===== src/rtl/motor_ctrl_pkg.sv =====
// Shared definitions for the motor control blocks: FSM state encoding,
// fault code values and the default duty/period width.
package motor_ctrl_pkg;

    localparam int DUTY_W_DEF = 32;

    typedef enum logic [2:0] {
        ST_IDLE      = 3'd0,
        ST_RAMP_UP   = 3'd1,
        ST_RAMP_DOWN = 3'd2,
        ST_HOLD      = 3'd3,
        ST_FAULT     = 3'd4
    } motor_state_e;

    localparam logic [1:0] FC_NONE  = 2'b00;
    localparam logic [1:0] FC_ESTOP = 2'b01;
    localparam logic [1:0] FC_STALL = 2'b10;

endpackage


===== src/rtl/motor_tick_gen.sv =====
// Free-running 0..TICK_DIV-1 counter. tick is high for the single cycle in
// which the counter sits at its top value, so the consumer acts on the same
// edge where the counter wraps back to 0.
module motor_tick_gen #(
    parameter int TICK_DIV = 100000
) (
    input  logic clk,
    input  logic rst,
    output logic tick
);
    localparam int CW = (TICK_DIV > 1) ? $clog2(TICK_DIV) : 1;
    localparam logic [CW-1:0] CNT_MAX = CW'(TICK_DIV - 1);

    logic [CW-1:0] r_cnt;
    logic          w_wrap;

    assign w_wrap = (r_cnt == CNT_MAX);
    assign tick   = w_wrap;

    // Divider counter, restarts from 0 after reset and after each wrap.
    always_ff @(posedge clk) begin
        if (rst) begin
            r_cnt <= '0;
        end else if (w_wrap) begin
            r_cnt <= '0;
        end else begin
            r_cnt <= r_cnt + 1'b1;
        end
    end

endmodule


===== src/rtl/motor_ramp_ctrl.sv =====
// Duty-cycle ramp scheduler for the motor PWM generator. Accepts target
// commands (valid/ready), steps duty_out toward the target once per tick,
// and handles emergency stop and the latched fault state.
// Optional stall detection is built only when MOTOR_STALL_DETECT_EN is defined.
//
// Handshake: a command transfers on a rising clk edge where cmd_valid and
// cmd_ready are both high; cmd_ready depends only on the registered state,
// estop and rst, never on cmd_valid.
module motor_ramp_ctrl
    import motor_ctrl_pkg::*;
#(
    parameter int          DUTY_W      = DUTY_W_DEF,
    parameter int          TICK_DIV    = 100000,
    parameter int unsigned STALL_DUTY  = 2000,
    parameter int unsigned STALL_TICKS = 500
) (
    input  logic              clk,
    input  logic              rst,
    input  logic              cmd_valid,
    output logic              cmd_ready,
    input  logic [DUTY_W-1:0] cmd_target,
    input  logic [15:0]       cmd_step,
    input  logic [DUTY_W-1:0] pwm_period,
    input  logic              estop,
    input  logic              fault_clr,
    input  logic [31:0]       motor_speed,
    output logic [DUTY_W-1:0] duty_out,
    output logic              duty_upd,
    output logic              at_target,
    output logic              busy,
    output logic              fault,
    output logic [1:0]        fault_code,
    output logic [2:0]        state_out
);

    motor_state_e      r_state, w_state_nxt;
    logic [DUTY_W-1:0] r_duty, w_duty_nxt;
    logic [DUTY_W-1:0] r_target, w_target_nxt;
    logic [DUTY_W-1:0] r_step, w_step_nxt;
    logic [1:0]        r_fcode, w_fcode_nxt;
    logic              r_upd, w_upd_nxt;

    logic              w_tick;
    logic              w_stall_trip;
    logic [DUTY_W-1:0] w_cmd_tgt, w_cmd_step;
    logic [DUTY_W-1:0] w_tick_tgt, w_dist, w_step_val;

    motor_tick_gen #(.TICK_DIV(TICK_DIV)) u_tick (
        .clk  (clk),
        .rst  (rst),
        .tick (w_tick)
    );

    // Incoming command: clamp target to the period, a zero step means 1.
    assign w_cmd_tgt  = (cmd_target > pwm_period) ? pwm_period : cmd_target;
    assign w_cmd_step = (cmd_step == 16'd0) ? DUTY_W'(1) : DUTY_W'(cmd_step);

    // Per-tick move: re-clamp the latched target, then take one bounded step
    // in whichever direction closes the gap; distance is always non-negative.
    assign w_tick_tgt = (r_target > pwm_period) ? pwm_period : r_target;
    assign w_dist     = (w_tick_tgt >= r_duty) ? (w_tick_tgt - r_duty) : (r_duty - w_tick_tgt);
    assign w_step_val = (w_dist <= r_step)     ? w_tick_tgt :
                        (w_tick_tgt > r_duty)  ? (r_duty + r_step) : (r_duty - r_step);

`ifdef MOTOR_STALL_DETECT_EN
    logic [31:0] r_stall_cnt, w_stall_cnt_nxt;
    logic        w_stall_cond;

    assign w_stall_cond = (r_duty >= DUTY_W'(STALL_DUTY)) && (motor_speed == 32'd0)
                          && (r_state != ST_FAULT);
    assign w_stall_trip = w_tick && w_stall_cond && ((r_stall_cnt + 32'd1) >= 32'(STALL_TICKS));

    // Stall count advances on each tick with the motor stopped under drive.
    always_comb begin
        w_stall_cnt_nxt = r_stall_cnt;
        if (!w_stall_cond || estop) begin
            w_stall_cnt_nxt = 32'd0;
        end else if (w_tick) begin
            w_stall_cnt_nxt = w_stall_trip ? 32'd0 : (r_stall_cnt + 32'd1);
        end
    end

    // Stall counter register.
    always_ff @(posedge clk) begin
        if (rst) begin
            r_stall_cnt <= 32'd0;
        end else begin
            r_stall_cnt <= w_stall_cnt_nxt;
        end
    end
`else
    logic w_unused_stall;
    assign w_unused_stall = ^{motor_speed, 32'(STALL_DUTY), 32'(STALL_TICKS)};
    assign w_stall_trip   = 1'b0;
`endif

    // Next-state and datapath: estop > fault hold > stall > command > tick.
    always_comb begin
        w_state_nxt  = r_state;
        w_duty_nxt   = r_duty;
        w_target_nxt = r_target;
        w_step_nxt   = r_step;
        w_fcode_nxt  = r_fcode;
        if (estop) begin
            w_state_nxt = ST_FAULT;
            w_duty_nxt  = '0;
            w_fcode_nxt = FC_ESTOP;
        end else if (r_state == ST_FAULT) begin
            if (fault_clr) begin
                w_state_nxt = ST_IDLE;
                w_duty_nxt  = '0;
                w_fcode_nxt = FC_NONE;
            end
        end else if (w_stall_trip) begin
            w_state_nxt = ST_FAULT;
            w_duty_nxt  = '0;
            w_fcode_nxt = FC_STALL;
        end else if (cmd_valid) begin
            w_target_nxt = w_cmd_tgt;
            w_step_nxt   = w_cmd_step;
            if (w_cmd_tgt > r_duty) begin
                w_state_nxt = ST_RAMP_UP;
            end else if (w_cmd_tgt < r_duty) begin
                w_state_nxt = ST_RAMP_DOWN;
            end else begin
                w_state_nxt = ST_HOLD;
            end
        end else if (w_tick && (r_state == ST_RAMP_UP || r_state == ST_RAMP_DOWN
                                || r_state == ST_HOLD)) begin
            w_target_nxt = w_tick_tgt;
            w_duty_nxt   = w_step_val;
            if (w_step_val == w_tick_tgt) begin
                w_state_nxt = ST_HOLD;
            end else if (w_tick_tgt > r_duty) begin
                w_state_nxt = ST_RAMP_UP;
            end else begin
                w_state_nxt = ST_RAMP_DOWN;
            end
        end
        w_upd_nxt = (w_duty_nxt != r_duty);
    end

    // State and datapath registers.
    always_ff @(posedge clk) begin
        if (rst) begin
            r_state  <= ST_IDLE;
            r_duty   <= '0;
            r_target <= '0;
            r_step   <= DUTY_W'(1);
            r_fcode  <= FC_NONE;
            r_upd    <= 1'b0;
        end else begin
            r_state  <= w_state_nxt;
            r_duty   <= w_duty_nxt;
            r_target <= w_target_nxt;
            r_step   <= w_step_nxt;
            r_fcode  <= w_fcode_nxt;
            r_upd    <= w_upd_nxt;
        end
    end

    assign cmd_ready  = (r_state != ST_FAULT) && !estop && !rst;
    assign duty_out   = r_duty;
    assign duty_upd   = r_upd;
    assign at_target  = (r_state == ST_HOLD);
    assign busy       = (r_state == ST_RAMP_UP) || (r_state == ST_RAMP_DOWN);
    assign fault      = (r_state == ST_FAULT);
    assign fault_code = r_fcode;
    assign state_out  = r_state;

endmodule


===== config.mk =====
export PLATFORM = sky130hd
export DESIGN_NAME = motor_ramp_ctrl
export DESIGN_NICKNAME = d
export VERILOG_FILES = /design/src/rtl/motor_ctrl_pkg.sv /design/src/rtl/motor_tick_gen.sv /design/src/rtl/motor_ramp_ctrl.sv
export SDC_FILE = /design/constraint.sdc
export NUM_CORES = 1
export LEC_CHECK = 0
export CORE_UTILIZATION = 64
export DETAILED_ROUTE_END_ITERATION = 10
export PLACE_DENSITY = 0.93
export SYNTH_ARGS = -nofsm -noshare
export SYNTH_HDL_FRONTEND = slang
export SYNTH_SLANG_ARGS = --single-unit

===== constraint.sdc =====
create_clock -name clk -period 17.4 [get_ports clk]
set_input_delay 5.22 -clock clk [delete_from_list [all_inputs] [get_ports clk]]
set_output_delay 5.22 -clock clk [all_outputs]
set_load 0.03 [all_outputs]

==> results_dict.tcl <==
set metrics [dict create \
    multi_input_area_um2 11600 \
    htreeDepth 3 \
    crit_required_ns 17.71 \
    grt_max_degree 88 \
    cp-end-kind "flip-flop" \
    wl_um 52600 \
    slew_viol_final 0 \
    ys_seq_elements 102 \
    seq_area_um2 2040 \
    clockBufferDepth 2 \
    drive_above_1_share 0.0680 \
    utilization 0.741 \
    seq_power_share 0.167 \
    final_cell_mix "a21oi_1, ha_1, nor2_1" \
    synthFlopType "dfxtp_1" \
    criticalPathCategory "in -> reg" \
    port_buffers 125 \
    hold_viol 0 \
    regToRegSetupSlack_ns 6.59 \
    n_fill_cell 1770 \
    finalNonFillerCells 2339 \
    power_density_nw_per_um2 90.0 \
    status "finished with violations" \
    initial_utilization 0.663 \
    num_io_pins 159 \
    max-cap-violations 0 \
    synth-edff-count 0 \
    hp-class "reg -> reg" \
    fmax_mhz 62.7 \
    worstHoldStart "u_tick.r_cnt[0]" \
    setup_tns_ns 0 \
    cts_setup_buffers 0 \
    grt_util_all_layers 0.440 \
    postSynthCellCount 1974 \
    final_common_cell "a21oi_1" \
    dr.pass1.iters 9 \
    grt_pass1_vias 14835 \
    power_switching_mw 0.730 \
    relSlewSlack 0.201 \
    antenna_left 0 \
    p_int_mw 0.743 \
    worst_r2r_path_depth 36 \
    synth.avg_cell_area_um2 7.42 \
    grt-ovfl-total 0 \
    layout.nets 2382 \
    worstSetupEndpoint "state_out[1]" \
    violations "DRC" \
    grt_first_pass_wirelength_um 81000 \
    power_mw 1.47 \
    r2r-start "r_target[25]" \
    skew_ns 0.0139 \
    clk-insertion-delay-late_ns 0.39 \
    dieArea_um2 23500 \
    synth.distinct_cells 87 \
    synthArstFlopShare 0 \
    hpwl_um 42300 \
    dp.cells 2322 \
    clock_sinks 102 \
    ctsRootBufferMaster "clkbuf_16" \
    critPathLaunch "pwm_period[29]" \
    chipWidth_um 153 \
    tritoncts "yes" \
    fin_ws_ns 1.46 \
    dr_total_vias 15637 \
    cts_buffers 9 \
    die_h_um 153 \
    synth_area_um2 14600 \
    drc_errors 1 \
    cpPeakStageDelay_ns 0.67 \
    rows 54 \
    p_leak_nw 6.85 \
    cp.arrival_ns 16.25 \
    start_kind "primary input" \
    vdd_ir_drop_max_mv 0.0618 \
    antenna_found_initial 0 \
    worst_pin_slew_ns 1.19 \
    place_ws_ns 1.59 \
    swShare 0.496 \
    path_max_fanout 41 \
    fin_crit_sh 0.916 \
    dr.first_iter.drc_count 1650 \
    rsz0062_at_grt "false" \
    area_growth_pct 11.8 \
    coreArea_um2 22100 \
    worst_path_max_delay_cell "a211oi_1" \
    final-setup-viol-count 0 \
    holdBufCountCts 0 \
    r2r_end "state_out[1]" \
    power_frac_comb 0.673 \
    gp_congestion 1.06 \
    syn_nets 2303 \
    p_clk_frac 0.160 \
    synth_warnings 0 \
    ys_seq_area_frac 0.139 \
    post_cts_resized 0 \
    clkSlewWorstSetupHoldPaths_ns 0.09 \
    wl_per_cell_um 22.5 \
    period_needed_ns 15.94 \
    viasPerCell 6.69 \
]
==> logic make-up (layout without fill, tap and decap cells) <==
| group | Yosys count | in the layout | synth area share |
|---|---|---|---|
| simple gates | 611 | 611 | 0.200 |
| compound gates | 558 | 558 | 0.239 |
| buf+inv | 237 | 321 | 0.0702 |
| fa+ha+maj | 212 | 212 | 0.183 |
| mux | 132 | 132 | 0.0956 |
| xor+xnor | 121 | 121 | 0.0733 |
| flops | 102 | 102 | 0.139 |
| other cells | 1 | 2 | 0.000256 |
==> cells in the mapped netlist, drive strengths merged (47+ instances only) <==
cell type,instances,area [µm²]
a21o,47,353
a21oi,218,1130
dfxtp,102,2040
ha,209,2620
inv,154,578
mux2,63,709
mux2i,69,691
nand2,168,631
nand4,54,359
nor2,197,747
o21ai,127,647
xnor2,88,771
==> final cells by class <==
type	instances	share of cell area
Tap cell	280	0.0214
Antenna cell	1	0.000153
Inverter	154	0.0353
Multi-Input combinational cell	1635	0.710
Timing Repair Buffer	151	0.0885
Clock buffer	9	0.0138
Clock inverter	7	0.00634
Sequential cell	102	0.125
==> layer usage <==
layer	track usage	routed length, µm	up-vias
met3	0.0814	5280	241
met5	0	0	-
met1	0.542	20700	7174
met2	0.707	22900	951
li1	-	-	7271
met4	0.278	3770	0
==> worst min path at each step <==
stage               slack (ns)  cells after the start               to
finish                    0.46                      1  u_tick.r_cnt[0]
global route              0.49                      1  u_tick.r_cnt[0]
CTS                       0.47                      1  u_tick.r_cnt[0]
detailed placement        0.45                      1  u_tick.r_cnt[0]
global placement          0.44                      1  u_tick.r_cnt[0]
floorplan                 0.43                      1  u_tick.r_cnt[0]
==> power by group through the flow <==
stage               Sequential, mW  Clock, mW  Combinational (mW)
floorplan                    0.251          0               0.718
global placement             0.251          0               0.926
detailed placement           0.251          0               0.949
CTS                          0.246      0.236               0.959
global route                 0.247      0.242                1.06
finish                       0.246      0.236               0.991
==> state kept, by name, summed over array words and instances (netlist names) <==
register,cells
r_step,16
r_target,32
u_tick.r_cnt,17
state_out,3
fault_code,1
duty_upd,1
duty_out,32
==> stage by stage <==
stage	hold WS, ns	instance area (µm²)
4_1_cts	0.468	16400
5_1_grt	0.493	16400
6_report	0.463	16400
3_5_place_dp	0.446	16000
2_1_floorplan	0.426	14600
3_3_place_gp	0.436	16000
==> critical path, delay by kind of cell <==
family	cells	cell delay (ns)
multiplexers	2	0.95
AND/OR/NAND/NOR	13	3.24
adder cells (fa/ha/maj)	3	1.02
buffers and inverters	4	1.38
XOR/XNOR	1	0.20
AO/OA/AOI/OAI	15	4.21
(Power assumes the default switching activity.)
